--- src/rtl/y86_pkg.sv ---
// Shared Y86-64 instruction-format definitions.
// Used by the instruction encoder and by the fetch stage that parses the same bytes.
package y86_pkg;

  localparam int MEM_DEPTH_DEFAULT = 1024;

  localparam logic [3:0] ICODE_HALT   = 4'h0;
  localparam logic [3:0] ICODE_NOP    = 4'h1;
  localparam logic [3:0] ICODE_RRMOVQ = 4'h2;
  localparam logic [3:0] ICODE_IRMOVQ = 4'h3;
  localparam logic [3:0] ICODE_RMMOVQ = 4'h4;
  localparam logic [3:0] ICODE_MRMOVQ = 4'h5;
  localparam logic [3:0] ICODE_OPQ    = 4'h6;
  localparam logic [3:0] ICODE_JXX    = 4'h7;
  localparam logic [3:0] ICODE_CALL   = 4'h8;
  localparam logic [3:0] ICODE_RET    = 4'h9;
  localparam logic [3:0] ICODE_PUSHQ  = 4'hA;
  localparam logic [3:0] ICODE_POPQ   = 4'hB;

  localparam logic [3:0] LEN_1  = 4'd1;
  localparam logic [3:0] LEN_2  = 4'd2;
  localparam logic [3:0] LEN_9  = 4'd9;
  localparam logic [3:0] LEN_10 = 4'd10;

  typedef enum logic [0:0] {
    ST_IDLE = 1'b0,
    ST_EMIT = 1'b1
  } enc_state_t;

  // valc_offset of zero means the instruction carries no constant.
  typedef struct packed {
    logic       valid;
    logic [3:0] len;
    logic       has_regs;
    logic [3:0] valc_offset;
  } instr_fmt_t;

  function automatic logic [7:0] layout_byte(
    input instr_fmt_t  fmt,
    input logic [3:0]  icode,
    input logic [3:0]  ifun,
    input logic [3:0]  ra,
    input logic [3:0]  rb,
    input logic [63:0] valc,
    input logic [3:0]  k
  );
    logic [3:0] idx;
    logic [7:0] res;
    idx = k - fmt.valc_offset;
    if (k == 4'd0) begin
      res = {icode, ifun};
    end else if (fmt.has_regs && (k == 4'd1)) begin
      res = {ra, rb};
    end else if ((fmt.valc_offset != 4'd0) && (k >= fmt.valc_offset)) begin
      res = 8'(valc >> {idx, 3'b000});
    end else begin
      res = 8'h00;
    end
    return res;
  endfunction

endpackage

--- src/rtl/y86_instr_format.sv ---
// Combinational icode -> instruction format lookup (validity, length, field placement).
module y86_instr_format
  import y86_pkg::*;
(
  input  logic [3:0] i_icode,
  output instr_fmt_t o_fmt
);

  // Format table; unknown icodes report valid=0.
  always_comb begin
    o_fmt = '0;
    case (i_icode)
      ICODE_HALT, ICODE_NOP, ICODE_RET: begin
        o_fmt = '{valid: 1'b1, len: LEN_1, has_regs: 1'b0, valc_offset: 4'd0};
      end
      ICODE_RRMOVQ, ICODE_OPQ, ICODE_PUSHQ, ICODE_POPQ: begin
        o_fmt = '{valid: 1'b1, len: LEN_2, has_regs: 1'b1, valc_offset: 4'd0};
      end
      ICODE_IRMOVQ, ICODE_RMMOVQ, ICODE_MRMOVQ: begin
        o_fmt = '{valid: 1'b1, len: LEN_10, has_regs: 1'b1, valc_offset: 4'd2};
      end
      ICODE_JXX, ICODE_CALL: begin
        o_fmt = '{valid: 1'b1, len: LEN_9, has_regs: 1'b0, valc_offset: 4'd1};
      end
      default: begin
        o_fmt = '0;
      end
    endcase
  end

endmodule

--- src/rtl/y86_instr_encoder.sv ---
// Serialises one decoded Y86-64 instruction into byte-wide instruction memory,
// one byte per cycle, advancing an internal write pointer.
module y86_instr_encoder
  import y86_pkg::*;
#(
  parameter int MEM_DEPTH = MEM_DEPTH_DEFAULT,
  parameter int ADDR_W    = 10
) (
  input  logic              clk,
  input  logic              rst_n,
  input  logic              in_valid,
  output logic              in_ready,
  input  logic [3:0]        icode,
  input  logic [3:0]        ifun,
  input  logic [3:0]        rA,
  input  logic [3:0]        rB,
  input  logic [63:0]       valC,
  input  logic              pc_load,
  input  logic [63:0]       pc_load_val,
  output logic              wr_en,
  output logic [ADDR_W-1:0] wr_addr,
  output logic [7:0]        wr_data,
  output logic [63:0]       pc,
  output logic              done,
  output logic [63:0]       valP,
  output logic              mem_error,
  output logic              func_error
);

  localparam logic [64:0] DEPTH_W = 65'(MEM_DEPTH);

  enc_state_t        r_state;
  instr_fmt_t        r_fmt;
  logic [3:0]        r_k;
  logic [3:0]        r_icode;
  logic [3:0]        r_ifun;
  logic [3:0]        r_ra;
  logic [3:0]        r_rb;
  logic [63:0]       r_valc;
  logic [63:0]       r_pc;
  logic              r_wr_en;
  logic [ADDR_W-1:0] r_wr_addr;
  logic [7:0]        r_wr_data;
  logic              r_done;
  logic [63:0]       r_valp;
  logic              r_mem_error;
  logic              r_func_error;

  instr_fmt_t  w_in_fmt;
  logic        w_fits;
  logic        w_load_ok;
  logic        w_last;
  logic [3:0]  w_k_next;
  logic [7:0]  w_next_byte;
  logic [63:0] w_end_pc;

  y86_instr_format u_format (
    .i_icode (icode),
    .o_fmt   (w_in_fmt)
  );

  // 65-bit compares so a pointer near the top of the 64-bit range cannot wrap.
  assign w_fits      = ({1'b0, r_pc} + 65'(w_in_fmt.len)) <= DEPTH_W;
  assign w_load_ok   = {1'b0, pc_load_val} < DEPTH_W;
  assign w_k_next    = r_k + 4'd1;
  assign w_last      = (r_k == (r_fmt.len - 4'd1));
  assign w_end_pc    = r_pc + 64'(r_fmt.len);
  assign w_next_byte = layout_byte(r_fmt, r_icode, r_ifun, r_ra, r_rb, r_valc, w_k_next);

  assign in_ready   = (r_state == ST_IDLE) && !pc_load;
  assign wr_en      = r_wr_en;
  assign wr_addr    = r_wr_addr;
  assign wr_data    = r_wr_data;
  assign pc         = r_pc;
  assign done       = r_done;
  assign valP       = r_valp;
  assign mem_error  = r_mem_error;
  assign func_error = r_func_error;

  // Encoder FSM: accept/validate in IDLE, one memory byte per cycle in EMIT.
  always_ff @(posedge clk or negedge rst_n) begin
    if (!rst_n) begin
      r_state      <= ST_IDLE;
      r_fmt        <= '0;
      r_k          <= 4'd0;
      r_icode      <= 4'd0;
      r_ifun       <= 4'd0;
      r_ra         <= 4'd0;
      r_rb         <= 4'd0;
      r_valc       <= 64'd0;
      r_pc         <= 64'd0;
      r_wr_en      <= 1'b0;
      r_wr_addr    <= '0;
      r_wr_data    <= 8'd0;
      r_done       <= 1'b0;
      r_valp       <= 64'd0;
      r_mem_error  <= 1'b0;
      r_func_error <= 1'b0;
    end else begin
      r_done       <= 1'b0;
      r_mem_error  <= 1'b0;
      r_func_error <= 1'b0;
      case (r_state)
        ST_IDLE: begin
          r_wr_en <= 1'b0;
          if (pc_load) begin
            if (w_load_ok) begin
              r_pc <= pc_load_val;
            end else begin
              r_mem_error <= 1'b1;
            end
          end else if (in_valid) begin
            r_fmt   <= w_in_fmt;
            r_icode <= icode;
            r_ifun  <= ifun;
            r_ra    <= rA;
            r_rb    <= rB;
            r_valc  <= valC;
            if (!w_in_fmt.valid) begin
              r_func_error <= 1'b1;
            end else if (!w_fits) begin
              r_mem_error <= 1'b1;
            end else begin
              // Byte 0 goes out on the cycle right after acceptance.
              r_state   <= ST_EMIT;
              r_k       <= 4'd0;
              r_wr_en   <= 1'b1;
              r_wr_addr <= r_pc[ADDR_W-1:0];
              r_wr_data <= {icode, ifun};
            end
          end else begin
            r_state <= ST_IDLE;
          end
        end
        ST_EMIT: begin
          if (w_last) begin
            r_wr_en <= 1'b0;
            r_pc    <= w_end_pc;
            r_valp  <= w_end_pc;
            r_done  <= 1'b1;
            r_state <= ST_IDLE;
          end else begin
            r_k       <= w_k_next;
            r_wr_addr <= r_wr_addr + ADDR_W'(1);
            r_wr_data <= w_next_byte;
          end
        end
        default: begin
          r_state <= ST_IDLE;
          r_wr_en <= 1'b0;
        end
      endcase
    end
  end

endmodule

--- config.mk ---
export PLATFORM = sky130hd
export DESIGN_NAME = y86_instr_encoder
export DESIGN_NICKNAME = d
export VERILOG_FILES = /design/src/rtl/y86_pkg.sv /design/src/rtl/y86_instr_format.sv /design/src/rtl/y86_instr_encoder.sv
export SDC_FILE = /design/constraint.sdc
export NUM_CORES = 1
export LEC_CHECK = 0
export ABC_AREA = 1
export BUFFER_PORTS_ARGS = -buffer_cell sky130_fd_sc_hd__buf_4
export CAP_MARGIN = 10
export CORE_UTILIZATION = 32
export CTS_BUF_LIST = sky130_fd_sc_hd__clkbuf_8
export CTS_CLUSTER_SIZE = 24
export DETAILED_ROUTE_END_ITERATION = 8
export PLACE_DENSITY_LB_ADDON = 0.2
export SYNTH_ARGS = -nofsm -noshare
export SYNTH_HDL_FRONTEND = slang
export SYNTH_SLANG_ARGS = --single-unit
export TNS_END_PERCENT = 100
--- constraint.sdc ---
create_clock -name clk -period 3.48 [get_ports clk]
set_input_delay 0 -clock clk [delete_from_list [all_inputs] [get_ports clk]]
set_output_delay 0 -clock clk [all_outputs]
set_load 0.02 [all_outputs]
==> run summary <==
Status
* finished, final reports clean — result of the run

Worst setup path
* register — critical path capture point type
* 0.16 ns — flop-to-flop setup slack
* 3.96 ns — required time worst endpoint
* dlygate4sd3_1 — Slowest-stage cell, CP
* 11 — largest fanout on the critical path
* nand2_1 — Most Frequent Cell on Critical Path
* wr_addr[3]$_DFFE_PN0P_ — worst reg2reg endpoint
* 3.81 ns — data arrival time of the critical path
* primary input — crit start category
* icode[1] — Worst Setup SP
* wr_addr[3]$_DFFE_PN0P_ — worst setup path end
* 0.54 ns — critical path's largest stage delay
* dlygate4sd3_1, buf_4, nor2_1, nor3_1, inv_1, nand2_1, ha_1, nand2_1, nor2_1, inv_1, nand2_2, nand3_1, clkinv_1, nand2_1, nand2_1, inv_1, nor2_1, nand3_1, nor3_2, nand4_4, clkbuf_16, nand3_1, nand2_1 — critical path cell sequence
* in2reg — category of the most critical setup path
* 14 — number of cells traversed by the worst register-to-register path
* pc[15]$_DFFE_PN0P_ — r2r startpoint

Synthesis
* 100% — fraction of synthesis flops using an asynchronous set or reset pin
* 2138 — total nets after synthesis
* 43.4% — area fraction of the dominant cell type after synthesis
* 40 — number of distinct standard cells referenced by the synthesized netlist
* dfrtp_1 — area leader, netlist
* 43.4% — sequential area share after synthesis
* 240 — FF+latch count, synth
* 13900 um2 — total standard cell area after synthesis
* dfrtp_1 43%, nand2_1 20%, o21ai_0 6.4% — most area-consuming cells after synthesis
* 0 — number of enable flip-flop cells after synthesis
* nand2_1 — most common cell in the netlist
* 724 x nand2_1, 240 x dfrtp_1, 230 x nor2_1 — top cells by instance count after synthesis
* dfrtp_1 — top_reg_cell synth
* 7.02 um2 — syn avg cell area
* 1974 — cell count after synthesis
* 0 — synth warn

Global route
* 26.3% — total track usage
* 0 — initial antenna violation count
* 0 — gr ovfl total
* 87900 um — wire length of the first global-routing pass
* 113 — maximum number of pins on one net before global-route repair
* 14985 — via count of the first global-routing pass

Timing
* 95.8% — portion of the clock cycle consumed by the worst path in the final layout
* 300 MHz — top achievable clock speed
* 0 — final slew viol count
* 0 — final hold viol count
* 0.0530 ns — skew final
* 30.3% — worst max-slew margin expressed relative to the limit
* 1.05 ns — actual slew at the worst max-slew pin
* 3.33 ns — Tmin final
* 0.00378 ns — worst hold margin
* 0 — final setup violating endpoints

Detailed routing
* 0 — DRC errors left
* 19.0 um — average routed wire per standard cell
* 7 — DRT Pass-1 Iters
* 14804 — number of vias after detailed routing
* 1025 — Detailed Route Iter0 Violations
* 57500 um — total detailed-routing wirelength
* 0 — number of nets with antenna violations after routing
* 4.90 — average via count per standard cell

CTS
* 240 — number of clock sinks
* built — TritonCTS clock tree
* clkbuf_8 — CTS root buffer
* 44 — number of clock buffers inserted by TritonCTS
* 3 — Longest Clk Path Bufs
* 0.06 ns — clock-pin slew reported for the worst setup and hold paths after clock tree synthesis
* 0.64 ns — worst skew pair latency
* 2 — maximum level of the CTS H-tree

Job
* 0 — total of max-cap violations

Placement
* 43800 um — DP Wirelength
* 298 — IO buf count
* 0.984 — weighted congestion at the end of routability-driven global placement
* 2838 — cell total after placement

Cells and area
* 19.7% — share of cells above drive strength 1
* 2573 — nets@finish
* 0 — final antenna diode count
* 37.7% — area delta synth->final
* 3022 — final cell count without fillers

Die
* 42300 um2 — floorplan core area
* 75 — total number of placement rows
* 210 um — Die Height
* 210 um — Die W
* 299 — number of placed I/O pins
* 44100 um2 — Die Footprint
* 32.7% — initial core utilization

Power and ir drop
* 0.000442 V — Max rail drop VDD
* 914 nW/um2 — power density normalized to cell area
* 17.4 mW — total chip power
* 9.60 nW — static leakage

Worst hold path
* in2async — hold crit path type

-- what timing repair did --
action,CTS,global route
setup buffers,0,3
gates resized for setup,0,18
hold buffers,97,0
setup endpoints to repair,0,24
hold endpoints to repair,200,0
-- worst min-delay path by stage --
stage / start / slack (ns) / endpoint
4_1_cts: rst_n / 0.03 / valP[20]$_DFFE_PN0P_
3_3_place_gp: rst_n / 0.1 / r_valc[51]$_DFFE_PN0P_
6_report: rst_n / 0.004 / valP[19]$_DFFE_PN0P_
2_1_floorplan: rst_n / -0.30 / done$_DFF_PN0_
3_5_place_dp: rst_n / 0.11 / valP[19]$_DFFE_PN0P_
5_1_grt: rst_n / 0.06 / valP[11]$_DFFE_PN0P_
-- worst max-delay path: cells and delay by family --
family,cells,cell delay (ns)
buf+inv,7,1.32
fa+ha+maj,1,0.33
simple gates,15,2.17
-- metal layers --
layer	wire length [um]	share of wire [%]	global-route usage [%]
met1	25100	44	34.6
met2	26600	46	42.3
met3	3500	6.1	4.78
met4	2310	4.0	11.2
met5	0	0	0
-- report_power, final --
part	leakage (nW)	switching, mW	internal, mW	total [mW]
sequential	2.92	1.45	3.96	5.40
clock	0.558	1.30	1.64	2.95
combinational	6.12	5.80	3.29	9.09
total	9.60	8.55	8.89	17.4
-- logic make-up after synthesis --
family / synth area share, %
flip-flops: 43.4
AND/OR/NAND/NOR: 33.9
adder cells (fa/ha/maj): 1.61
AO/OA/AOI/OAI: 9.91
multiplexers: 0.0813
buffers and inverters: 6.76
XOR/XNOR: 4.36
-- registers in the layout (all words and copies together) (netlist names), 5 cells and up --
register  cells
wr_addr      10
valP         64
wr_data       8
r_valc       64
pc           64
r_fmt         5
-- stage by stage --
| stage | setup WS (ns) | utilization (%) | setup TNS, ns | cell area, um2 |
|---|---|---|---|---|
| floorplan | 0.596 | - | 0 | 13900 |
| global placement | 0.0359 | 40.2 | 0 | 17000 |
| detailed placement | -0.0931 | 40.2 | -1.28 | 17000 |
| CTS | 0.0300 | 44.8 | 0 | 18900 |
| global route | -0.0153 | 45.1 | -0.100 | 19100 |
| finish | 0.147 | 45.1 | 0 | 19100 |
-- placed cells by master, fill, tap and decap left out, types with 2 or more instances in the layout --
cell type / n
nor2_4: 7
nor2_1: 227
nand2_2: 10
nor2_8: 2
a21oi_1: 45
xor2_1: 63
nor3_1: 17
fa_1: 2
nor2_2: 19
and2_1: 2
a31oi_1: 19
o21ai_0: 177
nand2_1: 722
nand3_1: 91
inv_2: 4
buf_4: 351
nand2_4: 2
dfrtp_1: 239
clkbuf_16: 2
nor4_1: 9
nand3b_1: 5
xnor2_1: 6
inv_12: 2
dlygate4sd3_1: 97
o22ai_1: 9
clkinv_2: 5
buf_12: 3
o21ai_1: 9
nand4_1: 22
inv_1: 187
ha_1: 12
bufinv_16: 2
clkbuf_8: 57
-- area by class of cell --
type | count | area (um2)
Timing Repair Buffer | 455 | 3740
Multi-Input combinational cell | 1491 | 6980
Inverter | 177 | 664
Sequential cell | 240 | 6010
Clock buffer | 57 | 785
Clock inverter | 25 | 185
Fill cell | 4339 | 23200
Tap cell | 577 | 722
Note: power is estimated with default switching activity, not from simulation.
